### config.mk
export PLATFORM = sky130hd
export DESIGN_NAME = xor_parity_stream_flat
export DESIGN_NICKNAME = d
export VERILOG_FILES = /design/src/rtl/xor_parity_stream_if.sv /design/src/rtl/xor_parity_stream.sv /design/src/flat_wrapper.sv
export SDC_FILE = /design/constraint.sdc
export NUM_CORES = 1
export LEC_CHECK = 0
export ABC_AREA = 1
export CAP_MARGIN = 20
export CORE_ASPECT_RATIO = 0.5
export CORE_MARGIN = 3
export CORE_UTILIZATION = 35
export DETAILED_ROUTE_END_ITERATION = 10
export PLACE_DENSITY = 0.52
export SLEW_MARGIN = 30
export SYNTH_ARGS = -nofsm -noshare
export SYNTH_HDL_FRONTEND = slang
export SYNTH_SLANG_ARGS = --single-unit
### constraint.sdc
create_clock -name clk -period 1.85 [get_ports clk]
set_input_delay 0.555 -clock clk [delete_from_list [all_inputs] [get_ports clk]]
set_output_delay 0.555 -clock clk [all_outputs]
set_load 0.1 [all_outputs]
### src/rtl/xor_parity_stream_if.sv
// Handshake bundle for xor_parity_stream: serial bit input and frame-parity output.
// parity_err exists only when XOR_PARITY_CHECK_EN is defined.
interface xor_parity_stream_if;
   logic        in_valid;
   logic        in_ready;
   logic        in_bit;
   logic        out_valid;
   logic        out_ready;
   logic        out_parity;
   logic [15:0] frame_cnt;
`ifdef XOR_PARITY_CHECK_EN
   logic        parity_err;
`endif

   modport master (
      output in_valid, in_bit, out_ready,
      input  in_ready, out_valid, out_parity, frame_cnt
`ifdef XOR_PARITY_CHECK_EN
      , input parity_err
`endif
   );

   modport slave (
      input  in_valid, in_bit, out_ready,
      output in_ready, out_valid, out_parity, frame_cnt
`ifdef XOR_PARITY_CHECK_EN
      , output parity_err
`endif
   );
endinterface

### src/rtl/xor_parity_stream.sv
// Serial even-parity accumulator: folds FRAME_LEN bits per frame, hands the parity off on valid/ready.
// Define XOR_PARITY_CHECK_EN to append a received-parity bit per frame and report parity_err.
module xor_parity_stream #(
   parameter int FRAME_LEN = 8,
   parameter int CNT_W     = 8
) (
   input  logic                  clk,
   input  logic                  rst_n,
   xor_parity_stream_if.slave    bus
);

`ifdef XOR_PARITY_CHECK_EN
   localparam int LAST_IDX = FRAME_LEN;
`else
   localparam int LAST_IDX = FRAME_LEN - 1;
`endif
   localparam logic [CNT_W-1:0] LAST_CNT = CNT_W'(LAST_IDX);

   typedef enum logic [1:0] {IDLE, ACCUM, HOLD} state_t;

   state_t            state_reg, state_next;
   logic              acc_reg, acc_next;
   logic [CNT_W-1:0]  cnt_reg, cnt_next;
   logic              valid_reg, valid_next;
   logic              parity_reg, parity_next;
   logic [15:0]       frame_cnt_reg, frame_cnt_next;
   logic              in_ready_int;
   logic              accept;
`ifdef XOR_PARITY_CHECK_EN
   logic              err_reg, err_next;
`endif

   // in_ready depends only on state, so out_ready never reaches it combinationally.
   assign in_ready_int = (state_reg != HOLD);
   assign accept       = bus.in_valid && in_ready_int;

   always_ff @(posedge clk or negedge rst_n) begin
      if (!rst_n) begin
         state_reg     <= IDLE;
         acc_reg       <= 1'b0;
         cnt_reg       <= '0;
         valid_reg     <= 1'b0;
         parity_reg    <= 1'b0;
         frame_cnt_reg <= '0;
`ifdef XOR_PARITY_CHECK_EN
         err_reg       <= 1'b0;
`endif
      end else begin
         state_reg     <= state_next;
         acc_reg       <= acc_next;
         cnt_reg       <= cnt_next;
         valid_reg     <= valid_next;
         parity_reg    <= parity_next;
         frame_cnt_reg <= frame_cnt_next;
`ifdef XOR_PARITY_CHECK_EN
         err_reg       <= err_next;
`endif
      end
   end

   always_comb begin
      state_next     = state_reg;
      acc_next       = acc_reg;
      cnt_next       = cnt_reg;
      valid_next     = valid_reg;
      parity_next    = parity_reg;
      frame_cnt_next = frame_cnt_reg;
`ifdef XOR_PARITY_CHECK_EN
      err_next       = err_reg;
`endif
      case (state_reg)
         IDLE: begin
            if (accept) begin
               acc_next   = bus.in_bit;
               cnt_next   = CNT_W'(1);
               state_next = ACCUM;
            end
         end
         ACCUM: begin
            if (accept) begin
               if (cnt_reg == LAST_CNT) begin
`ifdef XOR_PARITY_CHECK_EN
                  // Final bit is the received parity: compare, do not fold.
                  parity_next = acc_reg;
                  err_next    = acc_reg ^ bus.in_bit;
`else
                  parity_next = acc_reg ^ bus.in_bit;
`endif
                  valid_next  = 1'b1;
                  acc_next    = 1'b0;
                  cnt_next    = '0;
                  state_next  = HOLD;
               end else begin
                  acc_next = acc_reg ^ bus.in_bit;
                  cnt_next = cnt_reg + 1'b1;
               end
            end
         end
         HOLD: begin
            if (bus.out_ready) begin
               valid_next = 1'b0;
               if (frame_cnt_reg != 16'hFFFF)
                  frame_cnt_next = frame_cnt_reg + 16'd1;
               state_next = IDLE;
            end
         end
         default: state_next = IDLE;
      endcase
   end

   assign bus.in_ready   = in_ready_int;
   assign bus.out_valid  = valid_reg;
   assign bus.out_parity = parity_reg;
   assign bus.frame_cnt  = frame_cnt_reg;
`ifdef XOR_PARITY_CHECK_EN
   assign bus.parity_err = err_reg;
`endif

endmodule

### src/flat_wrapper.sv
// flat-port wrapper written by rule: the top's interface ports become plain ports
module xor_parity_stream_flat 
#(
   parameter int FRAME_LEN = 8,
   parameter int CNT_W     = 8
)
  (clk, rst_n, bus_in_valid, bus_in_bit, bus_out_ready, bus_in_ready, bus_out_valid, bus_out_parity, bus_frame_cnt);
  xor_parity_stream_if bus_i ();
  input  logic clk;
  input  logic rst_n;
  input wire logic [$bits(bus_i.in_valid)-1:0] bus_in_valid;
  input wire logic [$bits(bus_i.in_bit)-1:0] bus_in_bit;
  input wire logic [$bits(bus_i.out_ready)-1:0] bus_out_ready;
  output wire logic [$bits(bus_i.in_ready)-1:0] bus_in_ready;
  output wire logic [$bits(bus_i.out_valid)-1:0] bus_out_valid;
  output wire logic [$bits(bus_i.out_parity)-1:0] bus_out_parity;
  output wire logic [$bits(bus_i.frame_cnt)-1:0] bus_frame_cnt;
  assign bus_i.in_valid = bus_in_valid;
  assign bus_i.in_bit = bus_in_bit;
  assign bus_i.out_ready = bus_out_ready;
  assign bus_in_ready = bus_i.in_ready;
  assign bus_out_valid = bus_i.out_valid;
  assign bus_out_parity = bus_i.out_parity;
  assign bus_frame_cnt = bus_i.frame_cnt;
  xor_parity_stream #(.FRAME_LEN(FRAME_LEN), .CNT_W(CNT_W)) u_core (.clk(clk), .rst_n(rst_n), .bus(bus_i));
endmodule
# Yosys cells after proc, flatten, opt, wreduce, memory -nomap -nowiden
# Cells that the tools add are included.
word_totals:
  register_bits: 29
  in_bits: 5
  out_inout_bits: 19
  word_cells: 44
op_classes:
  addsub: 2
  eq_ne: 9
  n_mux: 17
  bitwise_logic: 1
  reduce_logical: 9
ops:
  columns: ["cell", "n"]
  rows:
  - ["two-way mux 8 bit", 3]
  - ["adder 16 x 1 -> 16 bit, second input constant", 1]
  - ["inequality test 16 bit, second input constant", 1]
  - ["case mux 8 bit (2 select lines)", 1]
  - ["AND reduction 3 bit", 3]
  - ["adder 8 x 1 -> 8 bit, second input constant", 1]
  - ["== test 8 x 3 -> 1 bit, second input constant", 1]
  - ["two-way mux 2 bit", 4]
  - ["AND reduction 4 bit", 2]
  - ["two-way mux 1 bit", 6]
  - ["inequality test 2 x 1 -> 1 bit, second input constant", 3]
  - ["case mux 2 bit (3 select lines)", 1]
  - ["inequality test 2 bit, second input constant", 2]
  - ["case mux 1 bit (2 select lines)", 2]
  - ["nonzero test 2 bit", 2]
  - ["== test 2 x 1 -> 1 bit, second input constant", 1]
  - ["== test 2 bit, second input constant", 1]
  - ["logical NOT 2 bit", 1]
  - ["logical AND 1 bit", 1]
  - ["XOR 1 bit", 1]

# Longest topological paths before layout
depth:
  depth_word: 4
  depth_mapped: 9
  depth_no_buf: 9

# Worst setup path before layout
# OpenSTA, ideal clock, no wires.
synth_path:
  path_kind: "flip-flop to flip-flop"
  startpoint: "reg u_core.frame_cnt_reg[1], in the netlist u_core.bus.frame_cnt[1]"
  endpoint: "reg u_core.frame_cnt_reg[13], in the netlist u_core.bus.frame_cnt[13]"
  setup_ps: 121
  arrival_time_ps: 1994
  t_required_ps: 1729
  path_slack_ps: -265
  path_stages_with_launch: 10
  path_buffers: 1
  period_less_slack_ps: 2115
  path_cell_list: "dfrtp_1 > ha_1 > nand2_1 > nor2_2 > nand3_1 > nand2_1 > nand2_1 > buf_4 > nand2_1 > nand2_1"
synth_between:
  elab_chain_len: 2
  word_cells_on_any_way: 3
  cone_classes: "add/sub: 1; eq/ne: 1; reduce/logical: 1"
synth_lines:
  columns: ["item", "line", "rtl"]
  rows:
  - ["start, declared", "xor_parity_stream.sv:26", "logic [15:0] frame_cnt_reg, frame_cnt_next;"]
  - ["start signal, assigned", "xor_parity_stream.sv:54", "frame_cnt_reg <= frame_cnt_next;"]
  - ["branches (longest 2 deep; another with adder 16 x 1 -> 16 bit)", null, null]
# Parallel ways; which one is timed is not known.
# A chain may end at the register's enable or synchronous reset.

# Worst setup path in the final report
layout_path:
  startpoint: "in bus_out_ready"
  endpoint: "reg u_core.frame_cnt_reg[7], in the netlist u_core.bus.frame_cnt[7]"
layout_between:
  elab_chain_len: 1
layout_lines:
  columns: ["item", "line", "rtl"]
  rows:
  - ["start, declared", "flat_wrapper.sv:13", "input wire logic [$bits(bus_i.out_ready)-1:0] bus_out_ready;"]
  - ["AND reduction 3 bit (no source line)", null, null]
# No other way between the ends.

==> summary.md <==
| Metric | Value |
|---|---|
| Status | `completed` |
| TNS Setup | `0 ns` |
| R2R Setup Slk | `0.32 ns` |
| Cell count after synthesis | `237` |
| Via count | `1577` |
| Hold Startpoint | `u_core.cnt_reg[6]` |
| Share of layout cells above drive strength 1 | `0.1882` |
| Routed Antenna Nets | `0` |
| Synthesis-stage register bit count | `29` |
| Hold buffer count at cts | `0` |
| GRT Total Usage | `0.1447` |
| Clock skew | `0.004054 ns` |
| TritonCTS clock tree | `yes` |
| Crit-path cells | `clkdlybuf4s50_1 > inv_1 > nor2_1 > o21ai_1 > nand2_1 > buf_4 > nand2_1 > o21ai_2` |
| Core area | `4552 µm²` |
| Final hold vios | `0` |
| Maximum clock path buffer count | `2` |
| Synthesized area | `1708 µm²` |
| Placed instance count | `329` |
| Iteration-0 DRC Markers | `35` |
| Seq/Total Area, Yosys | `0.4249` |
| Clk_lat worst skew | `0.28 ns` |
| Avg Inst Size Synth | `7.206 µm²` |
| Slew Limit Headroom | `0.7427` |
| FMAX | `0.6275 GHz` |
| Pin count of the biggest net entering global routing | `30` |
| Aggregate global routing overflow | `0` |
| Gpl congestion | `0.8534` |
| Worst IR drop on VDD | `0.0003872 V` |
| CP Buf/Inv Count | `3` |
| Tmin final | `1.594 ns` |
| Pleak | `1.130 nW` |
| Critical Path AT | `1.80 ns` |
| I/O pin cnt | `24` |
| Total CTS buffers | `5` |
| Crit path kind | `input port to flop` |
| CTS Sinks | `29` |
| Post-route clock period utilization | `0.8614` |
| Unrepaired setup endpoints after global routing | `false` |
| Synthesized Nets | `245` |
| Starting Density | `0.3752` |
| DR DRC count | `0` |
| Row count | `17` |
| I/O Buffers | `23` |
| Worst Path Required | `2.06 ns` |
| Area Growth Syn to Fin | `36.48%` |
| Slew @ Worst Pin | `0.3860 ns` |
| WHS Path Cells | `2` |
| Launching point of the worst reg2reg path | `u_core.bus.frame_cnt[0]` |
| Clk pin slew, worst setup/hold paths | `0.07 ns` |
| DR vias/cell | `4.680` |
| Initial antenna violation count | `0` |
| Worst Hold Class | `flop to flop` |
| Maxcap violations | `0` |
| Vias in the first global route | `1525` |
| DP Wirelength | `2892 µm` |
| YS warnings | `0` |
| Max FFs per register | `16` |
| Drt wl/cell | `11.42 µm` |
| Reg2Reg Depth | `9` |
| First-pass GRT wire length | `6831 µm` |
| Worst Path Max Fanout | `9` |
| Reg2Reg Capture Point | `u_core.bus.frame_cnt[7]` |
| Crit path max-delay family | `buffers and inverters` |
| DRT Wirelength | `3848 µm` |
| Slew Limit Fails | `0` |
| Nets@finish | `278` |
| Distinct cell type count of the synthesized netlist | `22` |
| Largest stage delay on the critical path | `0.47 ns` |
| Pwr Density | `1006 nW/µm²` |
| CTS resizes | `0` |
| Diodes inserted | `0` |
| Levels on crit path | `8` |
| Die Height | `55.40 µm` |
| Post-CTS Repair Setup Buffers | `0` |
| Die width | `104.8 µm` |
| Crit path top cell by count | `nand2_1` |
| CP max stage cell | `clkdlybuf4s50_1` |
| Root Buffer | `clkbuf_8` |
| Post-route non-filler standard cell count | `337` |
| Worst setup SP type | `input port` |
| Die area | `5805 µm²` |
| Hold endpoint | `u_core.cnt_reg[6]` |
| Final setup fails | `0` |
| H-tree Lvls | `2` |
| CP Capture Type | `flop` |
| DRT Pass-1 Iters | `4` |
## tightest hold or removal path, delay by kind of cell (launching register included)
family | cells | cell delay, ns
flops | 1 | 0.38
simple gates | 2 | 0.11
## how the worst max path moves through the flow
| stage | end | startpoint |
|---|---|---|
| final | u_core.bus.frame_cnt[7] | bus_out_ready |
| after global routing | u_core.bus.frame_cnt[8] | bus_out_ready |
| after CTS | u_core.cnt_reg[4] | bus_in_valid |
| after detailed placement | u_core.bus.frame_cnt[2] | bus_out_ready |
| after global placement | u_core.cnt_reg[5] | bus_in_valid |
| after floorplan | u_core.bus.frame_cnt[13] | u_core.bus.frame_cnt[4] |
## synthesized netlist by cell type, drive strengths merged
cell type | n | area [µm²]
nand2 | 77 | 289.0
inv | 31 | 116.4
dfrtp | 29 | 725.7
nor2 | 27 | 106.4
nand3 | 23 | 115.1
o21ai | 16 | 95.08
xor2 | 10 | 87.58
nand4 | 6 | 37.54
buf | 5 | 33.78
a21oi | 4 | 20.02
ha | 3 | 37.54
nor3 | 3 | 20.02
a22oi | 1 | 7.510
nand3b | 1 | 7.510
xnor2 | 1 | 8.760
## kinds of logic after synthesis
| group | after synthesis | synth area share |
|---|---|---|
| simple gates | 137 | 0.3370 |
| buf+inv | 36 | 0.08791 |
| flops | 29 | 0.4249 |
| compound gates | 21 | 0.07179 |
| xor+xnor | 11 | 0.05641 |
| fa+ha+maj | 3 | 0.02198 |
## cell type report
| type | instances | area, µm² |
|---|---|---|
| Clock buffer | 6 | 72.57 |
| Clock inverter | 2 | 10.01 |
| Sequential cell | 29 | 734.5 |
| Fill cell | 455 | 2221 |
| Tap cell | 66 | 82.58 |
| Multi-Input combinational cell | 172 | 834.6 |
| Inverter | 31 | 116.4 |
| Timing Repair Buffer | 31 | 480.5 |
## report_power, final
group	switching, mW	total [mW]	internal (mW)
combinational	0.595	0.926	0.331
sequential	0.147	0.909	0.762
clock	0.250	0.510	0.260
## placed cells by master (no fill, tap or decap), types with 3 or more instances in the layout
cell,instances
clkbuf_8,5
nand2_1,76
nand3_1,23
nor2_1,25
buf_12,19
ha_1,3
o21ai_2,4
dfrtp_2,7
buf_4,8
inv_1,29
nand4_1,6
clkdlybuf4s50_1,4
xor2_1,10
a21oi_1,4
dfrtp_1,22
o21ai_1,3
o21ai_0,9
## stage by stage
step	hold WS, ns	instance area, µm²	utilization	setup slack, ns	power (mW)
after global placement	0.5029	2248	0.4940	-0.06884	1.843
after global routing	0.5530	2331	0.5121	0.07714	2.488
after detailed placement	0.5090	2248	0.4940	-0.05033	1.850
final	0.5231	2331	0.5121	0.2564	2.345
after CTS	0.5268	2331	0.5121	0.2406	2.366
after floorplan	0.2594	1719	-	0.001387	1.524
## metal layers
metal	vias to the layer above	global-route usage	part of all wire
met1	732	0.1896	0.49
met2	28	0.2288	0.45
met3	7	0.04551	0.047
met4	0	0.04486	0.014
met5	-	0	0
li1	810	-	-
(Power assumes the default switching activity.)
